<file path="src/rtl/clk_ctrl_pkg.sv">
// Shared types and constants for the fractional clock-enable controller.
package clk_ctrl_pkg;

    typedef enum logic [1:0] {
        ST_IDLE = 2'd0,
        ST_RUN  = 2'd1,
        ST_PEND = 2'd2
    } state_t;

    localparam int DEF_ACC_W      = 16;
    localparam int DEF_CNT_W      = 8;
    // 100 MHz base clock period, in picoseconds
    localparam int BASE_PERIOD_PS = 10000;

endpackage

</file>
<file path="src/rtl/frac_phase_acc.sv">
// Phase accumulator: adds inc each enabled cycle and registers the carry as the tick.
module frac_phase_acc #(
    parameter int ACC_W = 16
) (
    input  logic             clk,
    input  logic             rst,
    input  logic             clr,
    input  logic             run,
    input  logic [ACC_W-1:0] inc,
    output logic [ACC_W-1:0] acc,
    output logic             carry,
    output logic             wrap
);

    logic [ACC_W:0] sum;

    // Full-width sum so a carry is never lost, even with inc = 2^ACC_W - 1
    assign sum  = {1'b0, acc} + {1'b0, inc};
    assign wrap = sum[ACC_W];

    always_ff @(posedge clk) begin
        if (rst || clr) begin
            acc   <= '0;
            carry <= 1'b0;
        end else if (run) begin
            acc   <= sum[ACC_W-1:0];
            carry <= sum[ACC_W];
        end else begin
            carry <= 1'b0;
        end
    end

endmodule

</file>
<file path="src/rtl/frac_clk_div_ctrl.sv">
// Fractional clock-enable generator with start/stop sequencing and
// tick-aligned, phase-continuous increment reconfiguration.
module frac_clk_div_ctrl
    import clk_ctrl_pkg::*;
#(
    parameter int               ACC_W   = DEF_ACC_W,
    parameter int               CNT_W   = DEF_CNT_W,
    parameter logic [ACC_W-1:0] RST_INC = 16'h8000
) (
    input  logic             clk,
    input  logic             rst,
    input  logic             en,
    input  logic             cfg_valid,
    input  logic [ACC_W-1:0] cfg_inc,
    output logic             cfg_ready,
    output logic             cfg_err,
    output logic             tick,
    output logic             clk_out,
    output logic             busy,
    output logic [CNT_W-1:0] tick_cnt
);

    state_t           state;
    logic [ACC_W-1:0] inc_reg;
    logic [ACC_W-1:0] shadow;
    logic [ACC_W-1:0] acc;
    logic             wrap;
    logic             acc_clr;
    logic             cfg_hs;
    logic             cfg_ok;

    assign cfg_ready = (state != ST_PEND);
    assign busy      = (state != ST_IDLE);
    assign cfg_hs    = cfg_valid && cfg_ready;
    assign cfg_ok    = cfg_hs && (cfg_inc != '0);
    // Leaving or sitting in IDLE zeroes the phase and kills any pending carry
    assign acc_clr   = (state == ST_IDLE) || !en;

    frac_phase_acc #(
        .ACC_W (ACC_W)
    ) u_acc (
        .clk   (clk),
        .rst   (rst),
        .clr   (acc_clr),
        .run   (en),
        .inc   (inc_reg),
        .acc   (acc),
        .carry (tick),
        .wrap  (wrap)
    );

    always_ff @(posedge clk) begin
        if (cfg_ok && state == ST_RUN && en) begin
            shadow <= cfg_inc;
        end
    end

    always_ff @(posedge clk) begin
        if (rst) begin
            state    <= ST_IDLE;
            inc_reg  <= RST_INC;
            clk_out  <= 1'b0;
            tick_cnt <= '0;
            cfg_err  <= 1'b0;
        end else begin
            cfg_err <= cfg_hs && (cfg_inc == '0);
            case (state)
                ST_IDLE: begin
                    clk_out <= 1'b0;
                    if (cfg_ok) begin
                        inc_reg <= cfg_inc;
                    end
                    if (en) begin
                        state    <= ST_RUN;
                        tick_cnt <= '0;
                    end
                end
                ST_RUN: begin
                    if (!en) begin
                        state   <= ST_IDLE;
                        clk_out <= 1'b0;
                        if (cfg_ok) begin
                            inc_reg <= cfg_inc;
                        end
                    end else begin
                        if (wrap) begin
                            clk_out  <= ~clk_out;
                            tick_cnt <= tick_cnt + CNT_W'(1);
                        end
                        if (cfg_ok) begin
                            state <= ST_PEND;
                        end
                    end
                end
                ST_PEND: begin
                    if (!en) begin
                        state   <= ST_IDLE;
                        clk_out <= 1'b0;
                        inc_reg <= shadow;
                    end else if (wrap) begin
                        // Swap increment on the carry edge; residual phase carries over
                        state    <= ST_RUN;
                        inc_reg  <= shadow;
                        clk_out  <= ~clk_out;
                        tick_cnt <= tick_cnt + CNT_W'(1);
                    end
                end
                default: begin
                    state <= ST_IDLE;
                end
            endcase
        end
    end

    logic unused_acc;
    assign unused_acc = ^acc;

endmodule

</file>
<file path="config.mk">
export PLATFORM = sky130hd
export DESIGN_NAME = frac_clk_div_ctrl
export DESIGN_NICKNAME = d
export VERILOG_FILES = /design/src/rtl/clk_ctrl_pkg.sv /design/src/rtl/frac_phase_acc.sv /design/src/rtl/frac_clk_div_ctrl.sv
export SDC_FILE = /design/constraint.sdc
export NUM_CORES = 1
export LEC_CHECK = 0
export CAP_MARGIN = 25
export CORE_ASPECT_RATIO = 1.4
export CORE_MARGIN = 2
export CORE_UTILIZATION = 40
export CTS_BUF_LIST = sky130_fd_sc_hd__clkbuf_4 sky130_fd_sc_hd__clkbuf_8
export DETAILED_ROUTE_END_ITERATION = 7
export PLACE_DENSITY_LB_ADDON = 0.1
export SLEW_MARGIN = 40
export SYNTH_ARGS = -nofsm -noshare
export SYNTH_HDL_FRONTEND = slang
export SYNTH_SLANG_ARGS = --single-unit
</file>
<file path="constraint.sdc">
create_clock -name clk -period 3.3 [get_ports clk]
set_input_delay 0.825 -clock clk [delete_from_list [all_inputs] [get_ports clk]]
set_output_delay 0.825 -clock clk [all_outputs]
set_load 0.02 [all_outputs]
</file>
==> run metrics, run 1 <==
status=finished, final reports clean; FFs w/ async S/R, synth=0%; DRC viols=0; Total Routing Usage GR=17.7%; Clk pwr share=36.8%; Nets=402; syn_area_per_cell=10.0 sq um; worst reg2reg path depth=9; die height=111 um; worst hold slack=477 ps; Hold Crit Class=reg2reg; clock slew at reported path FFs=70 ps; r2r startpoint=inc_reg[0]; fmax=361 MHz; vias per inst=5.51; largest net degree at the start of global routing=27; switch share=29.0%; Distinct cells, synth=54; I/O pin cnt=33; Diodes inserted=0; Hold EP=tick_cnt[7]; Critical R2R Capture=tick_cnt[4]; Placeable Area=8050 sq um; WP data arrival=3030 ps; Hold Fails Final Rpt=0; Worst slew margin=54.6%; design area=3930 sq um; Die Wd=80.4 um; met3 Usage GRT=3.75%; Starting Density=40.6%; Yosys reg bits=61; routability cong.=0.823; Mapped Cells=326; # rows=39; die area=8920 sq um; skew final=13.0 ps; Hold Path Stages=2; drt wl/cell=15.9 um; Vias=2571; Fin Setup TNS=0 ps; fin crit share=84.0%; Logic pwr share=23.3%; Iteration-0 DRC Markers=97; EDFF count, synth=16; sw power=0.641 mW; highest-count cells in the layout ignoring fill and taps=dfxtp_1 (45), a21oi_1 (33), clkdlybuf4s50_1 (32); Top FF cell, synth=dfxtp_1; area grow syn2layout=20.4%; met1 usage=22.2%; Syn Std Cell Area=3270 sq um; Power Dens Cells=561 nW/um^2; CP Capture Type=flop; MaxCap Viol Count=0; Synth warnings=0; antenna violations before repair=0; I/O Buffers=32; Root Buffer=clkbuf_8; TritonCTS buffer count=9; Placement Cell Area=3700 sq um; maximum vdd drop=208 uV; # resized after CTS=0; clk sinks=61; pre-CTS setup slack=174 ps; Reg2Reg Setup Slack=530 ps; commonest non-fill, non-tap cell in the layout=dfxtp_1; Hold Crit Start=tick_cnt[7]; final worst slack=527 ps; max-slew violation count=0; Mapped Nets=368; Finished Core Util=48.9%; post-DP HPWL=5430 um; First-pass DRT Iterations=5; layout cell share with drive strength beyond 1=11.5%; final wirelength=7410 um; met2 usage=28.2%; first-pass GRT wire length=12000 um; TritonCTS clock tree=yes; sequential share of power=39.8%; actual slew at the worst max-slew pin=678 ps; CP Data Required Time=3560 ps; H-Tree Depth=3; Setup Viol. Count Final=0; CP Class=in2reg; busiest layer in global routing=met2; worst-skew pair later-pin latency=350 ps; hold buffers post-CTS=0; Clock Path Buffers=2; RSZ-0062 raised after global routing=no; Crit Path Max Fanout=16; GR Overflow Total=0; Int Power=1.57 mW; # Post-CTS Setup Buffers=0; sequential share of the synthesized area=42.3%; startpoint types=input pin; Leakage=1.48 nW; vias in the first global route=2385; post-route ant nets=0; Min Clock Period, post-route=2770 ps
==> final cells by class <==
type	count	area, sq um
Fill cell	794	4120
Clock buffer	11	139
Tap cell	102	128
Inverter	10	37.5
Timing Repair Buffer	40	380
Sequential cell	61	1380
Clock inverter	5	98.8
Multi-Input combinational cell	238	1770
==> metrics by stage <==
stage                     instances  total power, mW
final                           467             2.21
after global routing            467             2.32
after CTS                       467             2.23
after detailed placement        451             1.41
after global placement          451             1.41
after floorplan                 326             1.28
==> metal layers <==
layer  part of all wire (%)  vias up
met4                    2.9        0
met3                    2.8       13
met5                      0        -
li1                       -     1291
met1                     45     1226
met2                     49       41
==> worst max-delay path by stage <==
stage / startpoint / to / slack [ps] / depth (start not counted)
floorplan: inc_reg[0] / inc_reg[10] / 580 / 10
finish: cfg_inc[2] / inc_reg[11] / 530 / 7
global placement: cfg_inc[2] / inc_reg[13] / 220 / 7
CTS: inc_reg[0] / tick_cnt[5] / 510 / 9
global route: inc_reg[0] / tick_cnt[4] / 290 / 9
detailed placement: cfg_inc[2] / inc_reg[0] / 170 / 7
==> kinds of logic (layout without fill, tap and decap cells) <==
group / after synthesis / after routing / share of synthesized area [%]
AOI/OAI and AO/OA: 99 / 99 / 23.0
and+or+nand+nor: 88 / 88 / 13.9
DFF: 61 / 61 / 42.3
buffers and inverters: 27 / 66 / 3.56
adders and majority gates: 22 / 22 / 8.66
muxes: 20 / 20 / 6.13
xor gates and xnor gates: 9 / 9 / 2.41
==> Yosys cell counts (2+ instances only) <==
| master | n | area [sq um] |
|---|---|---|
| o21ai_1 | 2 | 10.0 |
| o21a_1 | 6 | 45.0 |
| ha_1 | 21 | 263 |
| a221oi_1 | 2 | 17.5 |
| a211oi_2 | 11 | 138 |
| mux2i_1 | 20 | 200 |
| nor2b_1 | 2 | 12.5 |
| buf_1 | 3 | 11.3 |
| a21o_1 | 6 | 45.0 |
| nand4b_1 | 2 | 17.5 |
| nand3_1 | 7 | 35.0 |
| or4_4 | 2 | 22.5 |
| xor2_1 | 2 | 17.5 |
| nand4_1 | 3 | 18.8 |
| nand2_1 | 19 | 71.3 |
| or4_1 | 2 | 15.0 |
| a21oi_1 | 33 | 165 |
| a31oi_1 | 3 | 18.8 |
| a211oi_1 | 8 | 60.1 |
| and3_1 | 6 | 37.5 |
| xnor2_1 | 7 | 61.3 |
| edfxtp_1 | 16 | 480 |
| nor2_1 | 21 | 78.8 |
| o21ai_0 | 6 | 30.0 |
| nor3_1 | 11 | 55.1 |
| buf_6 | 2 | 22.5 |
| o41ai_1 | 3 | 26.3 |
| dfxtp_1 | 45 | 901 |
| inv_1 | 10 | 37.5 |
| clkbuf_1 | 12 | 45.0 |
| nand2b_1 | 5 | 31.3 |
| nor3b_1 | 2 | 15.0 |
| a211o_1 | 3 | 26.3 |
| o211ai_1 | 3 | 22.5 |
==> critical path, cell delays in order <==
cell,delay (ps)
clkdlybuf4s50_1,440
or4_4,570
o41ai_4,390
nor2_2,60
o21a_4,260
and2_4,250
a211oi_1,220
==> power groups by stage <==
| stage | logic (mW) | clock network, mW | registers (mW) |
|---|---|---|---|
| 2_1_floorplan | 0.399 | 0 | 0.880 |
| 5_1_grt | 0.580 | 0.856 | 0.888 |
| 3_3_place_gp | 0.511 | 0 | 0.896 |
| 4_1_cts | 0.519 | 0.827 | 0.880 |
| 6_report | 0.515 | 0.814 | 0.880 |
| 3_5_place_dp | 0.515 | 0 | 0.894 |
Note: power is estimated with default switching activity, not from simulation.
==> run 2: changes to the inputs <==
Clock period 3.3 ns to 2.5 ns, I/O delays scaled along.
==> run 2 against run 1 <==
Via count increased by 7.2%. Highest routed layer unchanged. Flip-flop and latch count unchanged. Critical path type unchanged. Combinational power increased by 59%. Die area unchanged. Wire length increased by 13%. Sequential share of layout area decreased by 2.7 points. Final cell count increased by 7.5%. Non-clock buffer count increased by 34. Count of clock-buffer cells in the layout decreased by 2.
==> run metrics, run 2 (synthesis gave the netlist of run 1 again) <==
fmax=405 MHz; skew final=12.1 ps (-0.934 ps); Starting Density=40.6% (unchanged); Clk pwr share=28.5% (-8.3 points); CP Class=in2reg; Total Routing Usage GR=19.5% (+1.7 points); I/O pin cnt=33 (unchanged); WP data arrival=2690 ps (-340 ps); wire length on met1=3430 um (+2.1%); Root Buffer=clkbuf_8; layout cell share with drive strength beyond 1=23.5% (+12 points); actual slew at the worst max-slew pin=559 ps (-118 ps); Hold Fails Final Rpt=0 (unchanged); Clock Path Buffers=2 (unchanged); startpoint types=input pin; sw power=0.944 mW (+47%); design area=4260 sq um (+8.4%); First-pass DRT Iterations=4 (-1); Placement Cell Area=3950 sq um (+6.9%); met3 routed WL=264 um (+26%); Fin Setup TNS=0 ps (unchanged); wire length on met2=4460 um (+23%); Die Wd=80.4 um (unchanged); switch share=33.9% (+4.9 points); MaxCap Viol Count=0 (unchanged); Hold Crit Class=reg2reg; Leakage=1.64 nW (+11%); CP Data Required Time=2720 ps (-840 ps); final wirelength=8360 um (+13%); routability cong.=0.863 (+4.9%); I/O Buffers=32 (unchanged); maximum vdd drop=280 uV (+35%); DRC viols=0 (unchanged); top sig layer=met4; Logic pwr share=29.5% (+6.2 points); Nets=437 (+8.7%); first-pass GRT wire length=13200 um (+10%); fin crit share=98.8%; TritonCTS buffer count=9 (unchanged); Iteration-0 DRC Markers=75 (-23%); final non-filler cell total=502 (+7.5%); sequential share of power=42.0% (+2.2 points); post-DP HPWL=6250 um (+15%); Power Dens Cells=652 nW/um^2 (+16%); TritonCTS clock tree=yes; clk sinks=61 (unchanged); commonest non-fill, non-tap cell in the layout=dfxtp_1; area grow syn2layout=30.5%; Worst slew margin=62.7% (+8.1 points); Diodes inserted=0 (unchanged); RSZ-0062 raised after global routing=yes; Setup Viol. Count Final=0 (unchanged); GR Overflow Total=0 (unchanged); CP Capture Type=flop; Int Power=1.84 mW (+17%); H-Tree Depth=3 (unchanged); worst-skew pair later-pin latency=350 ps (about the same); max-slew violation count=0 (unchanged); Vias=2755 (+7.2%); status=finished, final reports clean; post-route ant nets=0 (unchanged); Placeable Area=8050 sq um (unchanged); Placed Instances=481 (+6.7%); Crit Path Max Fanout=5 (-11); highest-count cells in the layout ignoring fill and taps=dfxtp_1 (44), buf_4 (37), clkdlybuf4s50_1 (29); Finished Core Util=52.9% (+4.1 points); Min Clock Period, post-route=2470 ps; largest net degree at the start of global routing=24 (-11%); Power, Total=2.78 mW (+26%); clock slew at reported path FFs=70 ps (about the same); # rows=39 (unchanged); antenna violations before repair=0 (unchanged); vias per inst=5.49 (-0.31%); die height=111 um (unchanged); die area=8920 sq um (unchanged); drt wl/cell=16.7 um (+4.9%); vias in the first global route=2713 (+14%)
run 2: changes by cell type in the layout (fill, tap and decap cells not counted), sizes merged:
cell           change
bufinv             -3
clkdlybuf4s50      -3
and2               +1
buf               +34
dlymetal6s2s       +3
clkinvlp           +4
clkbuf             -2
clkinv             +1
run 2: power by group through the flow:
stage	Combinational, mW	Sequential, mW	Clock (mW)
finish	0.821	1.17	0.792
global route	0.900	1.18	0.855
floorplan	0.532	1.16	0
CTS	0.771	1.16	0.815
detailed placement	0.761	1.18	0
global placement	0.748	1.18	0
run 2: through the flow:
stage	worst slack [ps]	hold WS [ps]
floorplan	-73.1	487
global placement	-325	457
detailed placement	-406	494
CTS	6.69	508
global route	-62.0	509
finish	31.2	498
run 2: routing by layer:
metal / vias up / track usage (%)
li1: 1359 / -
met1: 1330 / 21.9
met2: 51 / 34.3
met3: 15 / 3.66
met4: 0 / 9.38
met5: - / 0
run 2: worst max-delay path, cell delays in order:
cell and delay (ps):
clkdlybuf4s50_1 450, or4_4 550, o41ai_4 400, nor2_2 60
o21a_4 230, buf_4 160, a21oi_1 160, a211oi_1 70
run 2: worst paths after layout:
path | start | endpoint | slack (ps) | cells after the start
setup / recovery | cfg_inc[1] | inc_reg[12] | 30 | 8
setup reg to reg | inc_reg[0] | state[1] | 60 | 10
hold / removal | tick_cnt[7] | tick_cnt[7] | 500 | 2
hold reg to reg | tick_cnt[7] | tick_cnt[7] | 500 | 2
run 2: cell type report:
type	count	area [sq um]
clock inverter	7	52.6
fill	758	3790
inverter	10	37.5
multi-input combinational	239	1870
timing repair buffer	74	664
clock buffer	9	124
tap	102	128
sequential	61	1380
run 2: timing repair:
| item | CTS | global route |
|---|---|---|
| gates cloned | 0 | 2 |
| endpoints found under the setup margin | 6 | 24 |
| setup buffers | 0 | 3 |
| pin swaps | 0 | 1 |
| resized for setup | 2 | 21 |
| hold buffers | 0 | 0 |
